<file path="config.mk">
export PLATFORM = sky130hd
export DESIGN_NAME = branch_predict_unit_flat
export DESIGN_NICKNAME = d
export VERILOG_FILES = /design/src/rtl/branch_predict_unit_pkg.sv /design/src/rtl/branch_predict_unit_if.sv /design/src/rtl/branch_predict_unit_pred_fifo.sv /design/src/rtl/branch_predict_unit.sv /design/src/flat_wrapper.sv
export SDC_FILE = /design/constraint.sdc
export NUM_CORES = 2
export LEC_CHECK = 0
export CAP_MARGIN = 20
export CORE_ASPECT_RATIO = 1.25
export CORE_MARGIN = 2
export CORE_UTILIZATION = 40
export DETAILED_ROUTE_END_ITERATION = 12
export GPL_ROUTABILITY_DRIVEN = 0
export REMOVE_ABC_BUFFERS = 1
export SLEW_MARGIN = 15
export SYNTH_ARGS = -nofsm -noshare
export SYNTH_HDL_FRONTEND = slang
export SYNTH_SLANG_ARGS = --single-unit
</file>
<file path="constraint.sdc">
create_clock -name clk -period 9.5 [get_ports clk]
set_clock_uncertainty 0.05 [all_clocks]
set_input_delay 2.375 -clock clk [delete_from_list [all_inputs] [get_ports clk]]
set_output_delay 2.375 -clock clk [all_outputs]
set_load 0.01 [all_outputs]
</file>
<file path="src/rtl/branch_predict_unit_pkg.sv">
// Shared types and constants for the branch predictor slice.
package bp_pkg;

  // Tags are stored zero-extended to the widest possible tag (IDX_W >= 0),
  // so the entry layout does not depend on the BTB size parameter.
  localparam int TAG_W = 30;

  localparam logic [1:0] CTR_RESET = 2'b01;  // weak not-taken
  localparam logic [1:0] CTR_ALLOC = 2'b10;  // weak taken

  typedef struct packed {
    logic             valid;
    logic [TAG_W-1:0] tag;
    logic [31:0]      target;
    logic [1:0]       ctr;
  } btb_entry_t;

  typedef struct packed {
    logic [31:0] pc;
    logic        pred_taken;
    logic [31:0] pred_target;
  } pred_rec_t;

  // 2-bit saturating counter step.
  function automatic logic [1:0] ctr_next(input logic [1:0] ctr, input logic taken);
    if (taken) return (ctr == 2'b11) ? 2'b11 : ctr + 2'd1;
    else       return (ctr == 2'b00) ? 2'b00 : ctr - 2'd1;
  endfunction

endpackage

</file>
<file path="src/rtl/branch_predict_unit_if.sv">
// Fetch / resolve / recovery bundle between the pipeline and the predictor.
// Handshake: no ready/valid back-pressure on this bundle; fetch_valid and
// resolve_valid qualify their payloads for exactly the cycle they are high,
// and fetch_hold is the only flow control (fetch must stall while it is 1).
interface branch_predict_unit_if;
  logic [31:0] fetch_pc;
  logic        fetch_valid;
  logic        stall;
  logic        flush;
  logic        resolve_valid;
  logic [31:0] resolve_pc;
  logic        resolve_taken;
  logic [31:0] resolve_target;
  logic        branch_predict;
  logic [31:0] branch_pc;
  logic        branch_undo;
  logic [31:0] pc_not_taken;
  logic        fetch_hold;

  modport master (
    output fetch_pc, fetch_valid, stall, flush,
    output resolve_valid, resolve_pc, resolve_taken, resolve_target,
    input  branch_predict, branch_pc, branch_undo, pc_not_taken, fetch_hold
  );

  modport slave (
    input  fetch_pc, fetch_valid, stall, flush,
    input  resolve_valid, resolve_pc, resolve_taken, resolve_target,
    output branch_predict, branch_pc, branch_undo, pc_not_taken, fetch_hold
  );
endinterface

</file>
<file path="src/rtl/branch_predict_unit_pred_fifo.sv">
// Synchronous FIFO of in-flight prediction records; clear empties it.
module pred_fifo
  import bp_pkg::*;
#(
  parameter int DEPTH = 4
) (
  input  logic      clk,
  input  logic      rst,
  input  logic      push,
  input  logic      pop,
  input  logic      clear,
  input  pred_rec_t wdata,
  output pred_rec_t head,
  output logic      full,
  output logic      empty
);
  localparam int PW = $clog2(DEPTH);

  pred_rec_t     mem [DEPTH];
  logic [PW-1:0] wr_ptr, rd_ptr;
  logic [PW:0]   count;
  logic          push_ok, pop_ok;

  assign full    = (count == (PW+1)'(DEPTH));
  assign empty   = (count == '0);
  assign push_ok = push && !full;
  assign pop_ok  = pop && !empty;
  assign head    = mem[rd_ptr];

  // Pointer/count state; reset and clear both empty the FIFO and win over push/pop.
  always_ff @(posedge clk) begin
    if (rst || clear) begin
      wr_ptr <= '0;
      rd_ptr <= '0;
      count  <= '0;
    end else begin
      if (push_ok) wr_ptr <= wr_ptr + 1'b1;
      if (pop_ok)  rd_ptr <= rd_ptr + 1'b1;
      case ({push_ok, pop_ok})
        2'b10:   count <= count + 1'b1;
        2'b01:   count <= count - 1'b1;
        default: count <= count;
      endcase
    end
  end

  // Record storage; contents of empty slots are don't-care, so no reset.
  always_ff @(posedge clk) begin
    if (push_ok) mem[wr_ptr] <= wdata;
  end

endmodule

</file>
<file path="src/rtl/branch_predict_unit.sv">
// Direct-mapped BTB predictor with in-flight checking and mispredict recovery.
module branch_predict_unit
  import bp_pkg::*;
#(
  parameter int ENTRIES    = 16,
  parameter int IDX_W      = 4,
  parameter int FIFO_DEPTH = 4
) (
  input logic                  clk,
  input logic                  rst,
  branch_predict_unit_if.slave bus
);
  btb_entry_t       btb [ENTRIES];
  logic [IDX_W-1:0] idx_f, idx_r;
  btb_entry_t       ent_f, ent_r;
  logic             hit_f, hit_r;
  pred_rec_t        head, push_rec;
  logic             fifo_full, fifo_empty;
  logic             head_match, mispredict, undo_d;
  logic             push, pop, clear;
  logic             undo_q;
  logic [31:0]      pnt_q;

  function automatic logic [TAG_W-1:0] tag_of(input logic [31:0] pc);
    return TAG_W'(pc >> (IDX_W + 2));
  endfunction

  // Lookup and resolve-side comparisons, all from registered state.
  always_comb begin
    idx_f      = bus.fetch_pc[IDX_W+1:2];
    ent_f      = btb[idx_f];
    hit_f      = ent_f.valid && (ent_f.tag == tag_of(bus.fetch_pc));
    idx_r      = bus.resolve_pc[IDX_W+1:2];
    ent_r      = btb[idx_r];
    hit_r      = ent_r.valid && (ent_r.tag == tag_of(bus.resolve_pc));
    head_match = !fifo_empty && (head.pc == bus.resolve_pc);
    if (head_match)
      mispredict = (head.pred_taken != bus.resolve_taken) ||
                   (bus.resolve_taken && (head.pred_target != bus.resolve_target));
    else
      mispredict = bus.resolve_taken;  // untracked branch counts as predicted not-taken
    undo_d   = bus.resolve_valid && mispredict && !bus.flush;
    push     = bus.fetch_valid && hit_f && !bus.stall && !fifo_full && !undo_q && !bus.flush;
    pop      = bus.resolve_valid && head_match;
    clear    = bus.flush || undo_d;
    push_rec = '{pc: bus.fetch_pc, pred_taken: ent_f.ctr[1], pred_target: ent_f.target};
  end

  assign bus.branch_predict = bus.fetch_valid && hit_f && ent_f.ctr[1] && !undo_q;
  assign bus.branch_pc      = hit_f ? ent_f.target : 32'h0;
  assign bus.branch_undo    = undo_q;
  assign bus.pc_not_taken   = pnt_q;
  assign bus.fetch_hold     = fifo_full;

  pred_fifo #(.DEPTH(FIFO_DEPTH)) u_fifo (
    .clk   (clk),
    .rst   (rst),
    .push  (push),
    .pop   (pop),
    .clear (clear),
    .wdata (push_rec),
    .head  (head),
    .full  (fifo_full),
    .empty (fifo_empty)
  );

  // One-cycle undo pulse with the recovery PC captured alongside it.
  always_ff @(posedge clk) begin
    if (rst) begin
      undo_q <= 1'b0;
      pnt_q  <= 32'h0;
    end else begin
      undo_q <= undo_d;
      if (undo_d) pnt_q <= bus.resolve_taken ? bus.resolve_target : bus.resolve_pc + 32'd4;
    end
  end

  // BTB training on every resolve; allocation only for taken misses.
  always_ff @(posedge clk) begin
    if (rst) begin
      for (int i = 0; i < ENTRIES; i++)
        btb[i] <= '{valid: 1'b0, tag: '0, target: 32'h0, ctr: CTR_RESET};
    end else if (bus.resolve_valid) begin
      if (hit_r) begin
        btb[idx_r].ctr <= ctr_next(ent_r.ctr, bus.resolve_taken);
        if (bus.resolve_taken) btb[idx_r].target <= bus.resolve_target;
      end else if (bus.resolve_taken) begin
        btb[idx_r] <= '{valid: 1'b1, tag: tag_of(bus.resolve_pc),
                        target: bus.resolve_target, ctr: CTR_ALLOC};
      end
    end
  end

endmodule

</file>
<file path="src/flat_wrapper.sv">
// flat-port wrapper written by rule: the top's interface ports become plain ports
module branch_predict_unit_flat import bp_pkg::*;
#(
  parameter int ENTRIES    = 16,
  parameter int IDX_W      = 4,
  parameter int FIFO_DEPTH = 4
)
  (clk, rst, bus_fetch_pc, bus_fetch_valid, bus_stall, bus_flush, bus_resolve_valid, bus_resolve_pc, bus_resolve_taken, bus_resolve_target, bus_branch_predict, bus_branch_pc, bus_branch_undo, bus_pc_not_taken, bus_fetch_hold);
  branch_predict_unit_if bus_i ();
  input logic clk;
  input logic rst;
  input wire logic [$bits(bus_i.fetch_pc)-1:0] bus_fetch_pc;
  input wire logic [$bits(bus_i.fetch_valid)-1:0] bus_fetch_valid;
  input wire logic [$bits(bus_i.stall)-1:0] bus_stall;
  input wire logic [$bits(bus_i.flush)-1:0] bus_flush;
  input wire logic [$bits(bus_i.resolve_valid)-1:0] bus_resolve_valid;
  input wire logic [$bits(bus_i.resolve_pc)-1:0] bus_resolve_pc;
  input wire logic [$bits(bus_i.resolve_taken)-1:0] bus_resolve_taken;
  input wire logic [$bits(bus_i.resolve_target)-1:0] bus_resolve_target;
  output wire logic [$bits(bus_i.branch_predict)-1:0] bus_branch_predict;
  output wire logic [$bits(bus_i.branch_pc)-1:0] bus_branch_pc;
  output wire logic [$bits(bus_i.branch_undo)-1:0] bus_branch_undo;
  output wire logic [$bits(bus_i.pc_not_taken)-1:0] bus_pc_not_taken;
  output wire logic [$bits(bus_i.fetch_hold)-1:0] bus_fetch_hold;
  assign bus_i.fetch_pc = bus_fetch_pc;
  assign bus_i.fetch_valid = bus_fetch_valid;
  assign bus_i.stall = bus_stall;
  assign bus_i.flush = bus_flush;
  assign bus_i.resolve_valid = bus_resolve_valid;
  assign bus_i.resolve_pc = bus_resolve_pc;
  assign bus_i.resolve_taken = bus_resolve_taken;
  assign bus_i.resolve_target = bus_resolve_target;
  assign bus_branch_predict = bus_i.branch_predict;
  assign bus_branch_pc = bus_i.branch_pc;
  assign bus_branch_undo = bus_i.branch_undo;
  assign bus_pc_not_taken = bus_i.pc_not_taken;
  assign bus_fetch_hold = bus_i.fetch_hold;
  branch_predict_unit #(.ENTRIES(ENTRIES), .IDX_W(IDX_W), .FIFO_DEPTH(FIFO_DEPTH)) u_core (.clk(clk), .rst(rst), .bus(bus_i));
endmodule
</file>
==> impl_metrics.prom <==
# TYPE chip_impl_metric gauge
chip_impl_metric{name="internal_power",unit="mW"} 9.88
chip_impl_metric{name="total_power_consumption",unit="mW"} 13.0
chip_impl_metric{name="synthesis.area",unit="µm²"} 62400
chip_impl_metric{name="grt_overflow_total",unit=""} 0
chip_impl_metric{name="synthDistinctLibCells",unit=""} 71
chip_impl_metric{name="postSynthCellCount",unit=""} 4063
chip_impl_metric{name="share_seq_of_total_power",unit="%"} 50.0
chip_impl_metric{name="cts_setup_buffers",unit=""} 0
chip_impl_metric{name="drt_first_iter_violations",unit=""} 5469
chip_impl_metric{name="dieArea",unit="µm²"} 159000
chip_impl_metric{name="die_x",unit="µm"} 357
chip_impl_metric{name="ys_ff_latch",unit=""} 1278
chip_impl_info{name="start_kind",value="input port"} 1
chip_impl_metric{name="clock.fmax",unit="MHz"} 110
chip_impl_metric{name="timing.max_cap.violations",unit=""} 0
chip_impl_metric{name="min_path_cells",unit=""} 2
chip_impl_metric{name="post_route_cells_drive_above_1_share",unit="%"} 20.7
chip_impl_metric{name="critical_path_required",unit="ns"} 7.08
chip_impl_info{name="worst-setup-path-type",value="in2out"} 1
chip_impl_info{name="synth_top_area_cell",value="edfxtp_1"} 1
chip_impl_metric{name="swShare",unit="%"} 24.3
chip_impl_metric{name="ys_async_sr_fraction",unit="%"} 0
chip_impl_info{name="min_from",value="u_core.bus.pc_not_taken[11]$_SDFFE_PP0P_"} 1
chip_impl_metric{name="post_cts_resized",unit=""} 0
chip_impl_metric{name="first_pass_iters",unit=""} 10
chip_impl_metric{name="worst_r2r_path_depth",unit=""} 10
chip_impl_metric{name="path_max_fanout",unit=""} 38
chip_impl_metric{name="start_util",unit="%"} 40.1
chip_impl_info{name="ctsRootBufferMaster",value="clkbuf_16"} 1
chip_impl_metric{name="finalCritPeriodShare",unit="%"} 95.5
chip_impl_info{name="crit-reg2reg-capture",value="u_core.bus.pc_not_taken[3]$_SDFFE_PP0P_"} 1
chip_impl_metric{name="avgRoutedWirePerCell",unit="µm"} 33.9
chip_impl_metric{name="syn2layout_area_growth",unit="%"} 12.4
chip_impl_metric{name="cts_inserted_buffers",unit=""} 133
chip_impl_metric{name="ctsLongestPathBuffers",unit=""} 3
chip_impl_metric{name="power_per_cell_area",unit="nW/µm²"} 186
chip_impl_metric{name="synth_top_area_share",unit="%"} 58.7
chip_impl_metric{name="floorplan.rows",unit=""} 162
chip_impl_metric{name="globalRouteTotalUtil",unit="%"} 26.5
chip_impl_metric{name="finalSetupViolations",unit=""} 0
chip_impl_metric{name="ant_nets",unit=""} 0
chip_impl_metric{name="synth.avg_cell_area",unit="µm²"} 15.4
chip_impl_metric{name="global_route_wire_length_before_repair",unit="mm"} 297
chip_impl_metric{name="synth.yosys.warnings",unit=""} 0
chip_impl_metric{name="cellLeakagePower",unit="nW"} 26.4
chip_impl_metric{name="initial_antenna_violation_count",unit=""} 23
chip_impl_metric{name="tightest_slew",unit="ns"} 1.25
chip_impl_info{name="hold_path_end",value="u_core.bus.pc_not_taken[11]$_SDFFE_PP0P_"} 1
chip_impl_info{name="outcome",value="finished with violations"} 1
chip_impl_metric{name="synth_sequential_area_ratio",unit="%"} 60.6
chip_impl_metric{name="grt_start_max_net_pins",unit=""} 133
chip_impl_metric{name="numPortBuffers",unit=""} 169
chip_impl_metric{name="viasPerCell",unit=""} 6.29
chip_impl_metric{name="synth_enable_flop_cells",unit=""} 1220
chip_impl_metric{name="num-nets-final",unit=""} 4169
chip_impl_info{name="rsz0062_at_grt",value="no"} 1
chip_impl_metric{name="slew_violations",unit=""} 0
chip_impl_info{name="tritoncts",value="done"} 1
chip_impl_info{name="min-delay-path-class",value="reg2reg"} 1
chip_impl_metric{name="power.combinational.fraction",unit="%"} 9.6
chip_impl_metric{name="final_period_minus_worst_setup_slack",unit="ns"} 9.08
chip_impl_metric{name="highest_ir_drop_seen_on_vdd",unit="mV"} 0.171
chip_impl_metric{name="first_global_vias",unit=""} 38800
chip_impl_info{name="yosys-top-cells-area",value="edfxtp_1, mux4_2, and3_1, mux2i_1, clkbuf_1"} 1
chip_impl_metric{name="headroom_to_the_max_slew_limit",unit="%"} 16.0
chip_impl_metric{name="ctsHoldBuffers",unit=""} 0
chip_impl_metric{name="core_footprint",unit="µm²"} 155000
chip_impl_metric{name="setup_total_negative_slack",unit="ns"} 0
chip_impl_metric{name="dpl.hpwl",unit="mm"} 129
chip_impl_metric{name="post-route-drc-count",unit=""} 38
chip_impl_metric{name="final.fill_count",unit=""} 13400
chip_impl_metric{name="clock_latency",unit="ns"} 0.80
chip_impl_metric{name="power.share.clock",unit="%"} 40.4
chip_impl_info{name="violations_in_the_final_reports",value="DRC"} 1
chip_impl_metric{name="path_clk_slew",unit="ns"} 0.05
chip_impl_metric{name="cp.arrival",unit="ns"} 6.65
chip_impl_info{name="endpoint_kind",value="output port"} 1
chip_impl_metric{name="ctsHtreeMaxLevel",unit=""} 4
chip_impl_metric{name="total_via_count_after_detailed_routing",unit=""} 39100
chip_impl_metric{name="worst-r2r-setup-slack",unit="ns"} 3.94
chip_impl_metric{name="dieHeight",unit="µm"} 446
chip_impl_metric{name="clock-sinks",unit=""} 1278
chip_impl_metric{name="switching_power_summed_over_all_nets",unit="mW"} 3.17
chip_impl_info{name="ys.flop_type",value="edfxtp_1"} 1
chip_impl_metric{name="ios",unit=""} 170
chip_impl_metric{name="hold_vio_cnt_final",unit=""} 0
chip_impl_metric{name="wirelength",unit="mm"} 211
## routing by layer
metal	wire [µm]	global-route usage, %	vias to the layer above
met3	19100	4.67	514
li1	-	-	16000
met4	11700	13.2	8
met2	102000	43.2	2293
met5	57	0	-
met1	78400	34.0	20300
## critical path, cell delays in order
cell and delay (ns):
buf_2 0.49, inv_4 0.35, a221o_1 0.40, a311oi_1 0.40, o21ai_0 0.27, or4_1 0.65
nor4_4 0.39, buf_12 0.28, and2_1 0.26, and4b_1 0.21, clkdlybuf4s50_1 0.53
## stage by stage
step	instances	cell area, µm²	worst slack [ns]	utilization (%)	hold WS (ns)
finish	6219	70100	0.424	45.1	0.450
global route	6210	70100	0.408	45.1	0.467
CTS	6209	70100	0.589	45.1	0.453
detailed placement	5970	65800	0.594	42.3	0.438
global placement	5968	65800	0.587	42.3	0.428
floorplan	3579	60000	-0.298	-	0.413
## area by class of cell
| cell class | instances | area (µm²) | area share, % |
|---|---|---|---|
| tap | 2050 | 2560 | 3.66 |
| clock buffer | 175 | 3540 | 5.04 |
| inverter | 18 | 70.1 | 0.0999 |
| sequential | 1278 | 37800 | 53.9 |
| clock inverter | 64 | 767 | 1.09 |
| antenna | 9 | 22.5 | 0.0321 |
| multi-input combinational | 2283 | 22300 | 31.8 |
| timing repair buffer | 342 | 3060 | 4.37 |
## how the worst max path moves through the flow
stage	startpoint	endpoint	slack (ns)	cells after the start
after floorplan	bus_resolve_pc[2]	u_core.btb[0][34]$_DFFE_PP_	-0.30	7
after global placement	bus_fetch_pc[5]	bus_branch_predict	0.59	11
after detailed placement	bus_fetch_pc[5]	bus_branch_predict	0.59	11
after CTS	bus_fetch_pc[5]	bus_branch_predict	0.59	11
after global routing	bus_fetch_pc[5]	bus_branch_predict	0.41	11
final	bus_fetch_pc[5]	bus_branch_predict	0.42	11
## cells in the mapped netlist (all sizes together), types with 4 or more instances
cell	n
mux2	15
edfxtp	1220
and3	884
nor4	14
or2	16
nand4	25
nor3	14
ha	9
nor2	70
nand2b	10
o211ai	4
mux4	435
buf	159
nand2	86
a31o	5
mux2i	137
and2	117
o21ai	53
o22ai	7
a22oi	18
and4	8
a21oi	27
xnor2	108
a21o	17
dfxtp	58
a22o	23
inv	16
clkbuf	325
a221oi	7
xor2	51
o21bai	16
nand3	42
nor2b	10
## power groups by stage
stage	Clock (mW)	Combinational (mW)	Sequential [mW]
final	5.27	1.26	6.52
after global placement	0	1.24	6.63
after global routing	5.51	1.30	6.54
after CTS	5.32	1.25	6.52
after detailed placement	0	1.24	6.64
after floorplan	0	0.598	6.59
## placed cells by master, fill, tap and decap left out, drive strengths merged, types with 15 or more instances in the layout
cell type / instances
inv: 25
clkdlybuf4s50: 159
edfxtp: 1220
and3: 884
o21bai: 16
nand2: 86
nand4: 25
nor2: 70
dfxtp: 58
clkbuf: 175
clkinv: 43
o21ai: 53
or2: 16
a22o: 23
xor2: 51
a21oi: 27
xnor2: 108
a22oi: 18
buf: 183
a21o: 17
and2: 117
mux4: 435
mux2: 15
mux2i: 137
nand3: 42
## logic make-up after synthesis
group,Yosys count,share of synthesized area [%]
simple gates,1313,12.5
compound gates,212,2.37
flops,1278,60.6
fa+ha+maj,12,0.245
buf+inv,502,3.88
xor+xnor,159,2.23
mux,587,18.2
## sequential cells by signal (all words and copies together) (netlist names), named ones only
register,flops
u_core.bus.pc_not_taken,32
u_core.u_fifo.count,3
u_core.u_fifo.rd_ptr,2
u_core.u_fifo.mem,260
u_core.u_fifo.wr_ptr,2
u_core.bus.branch_undo,1
u_core.btb,976
Note: power is estimated with default switching activity, not from simulation.
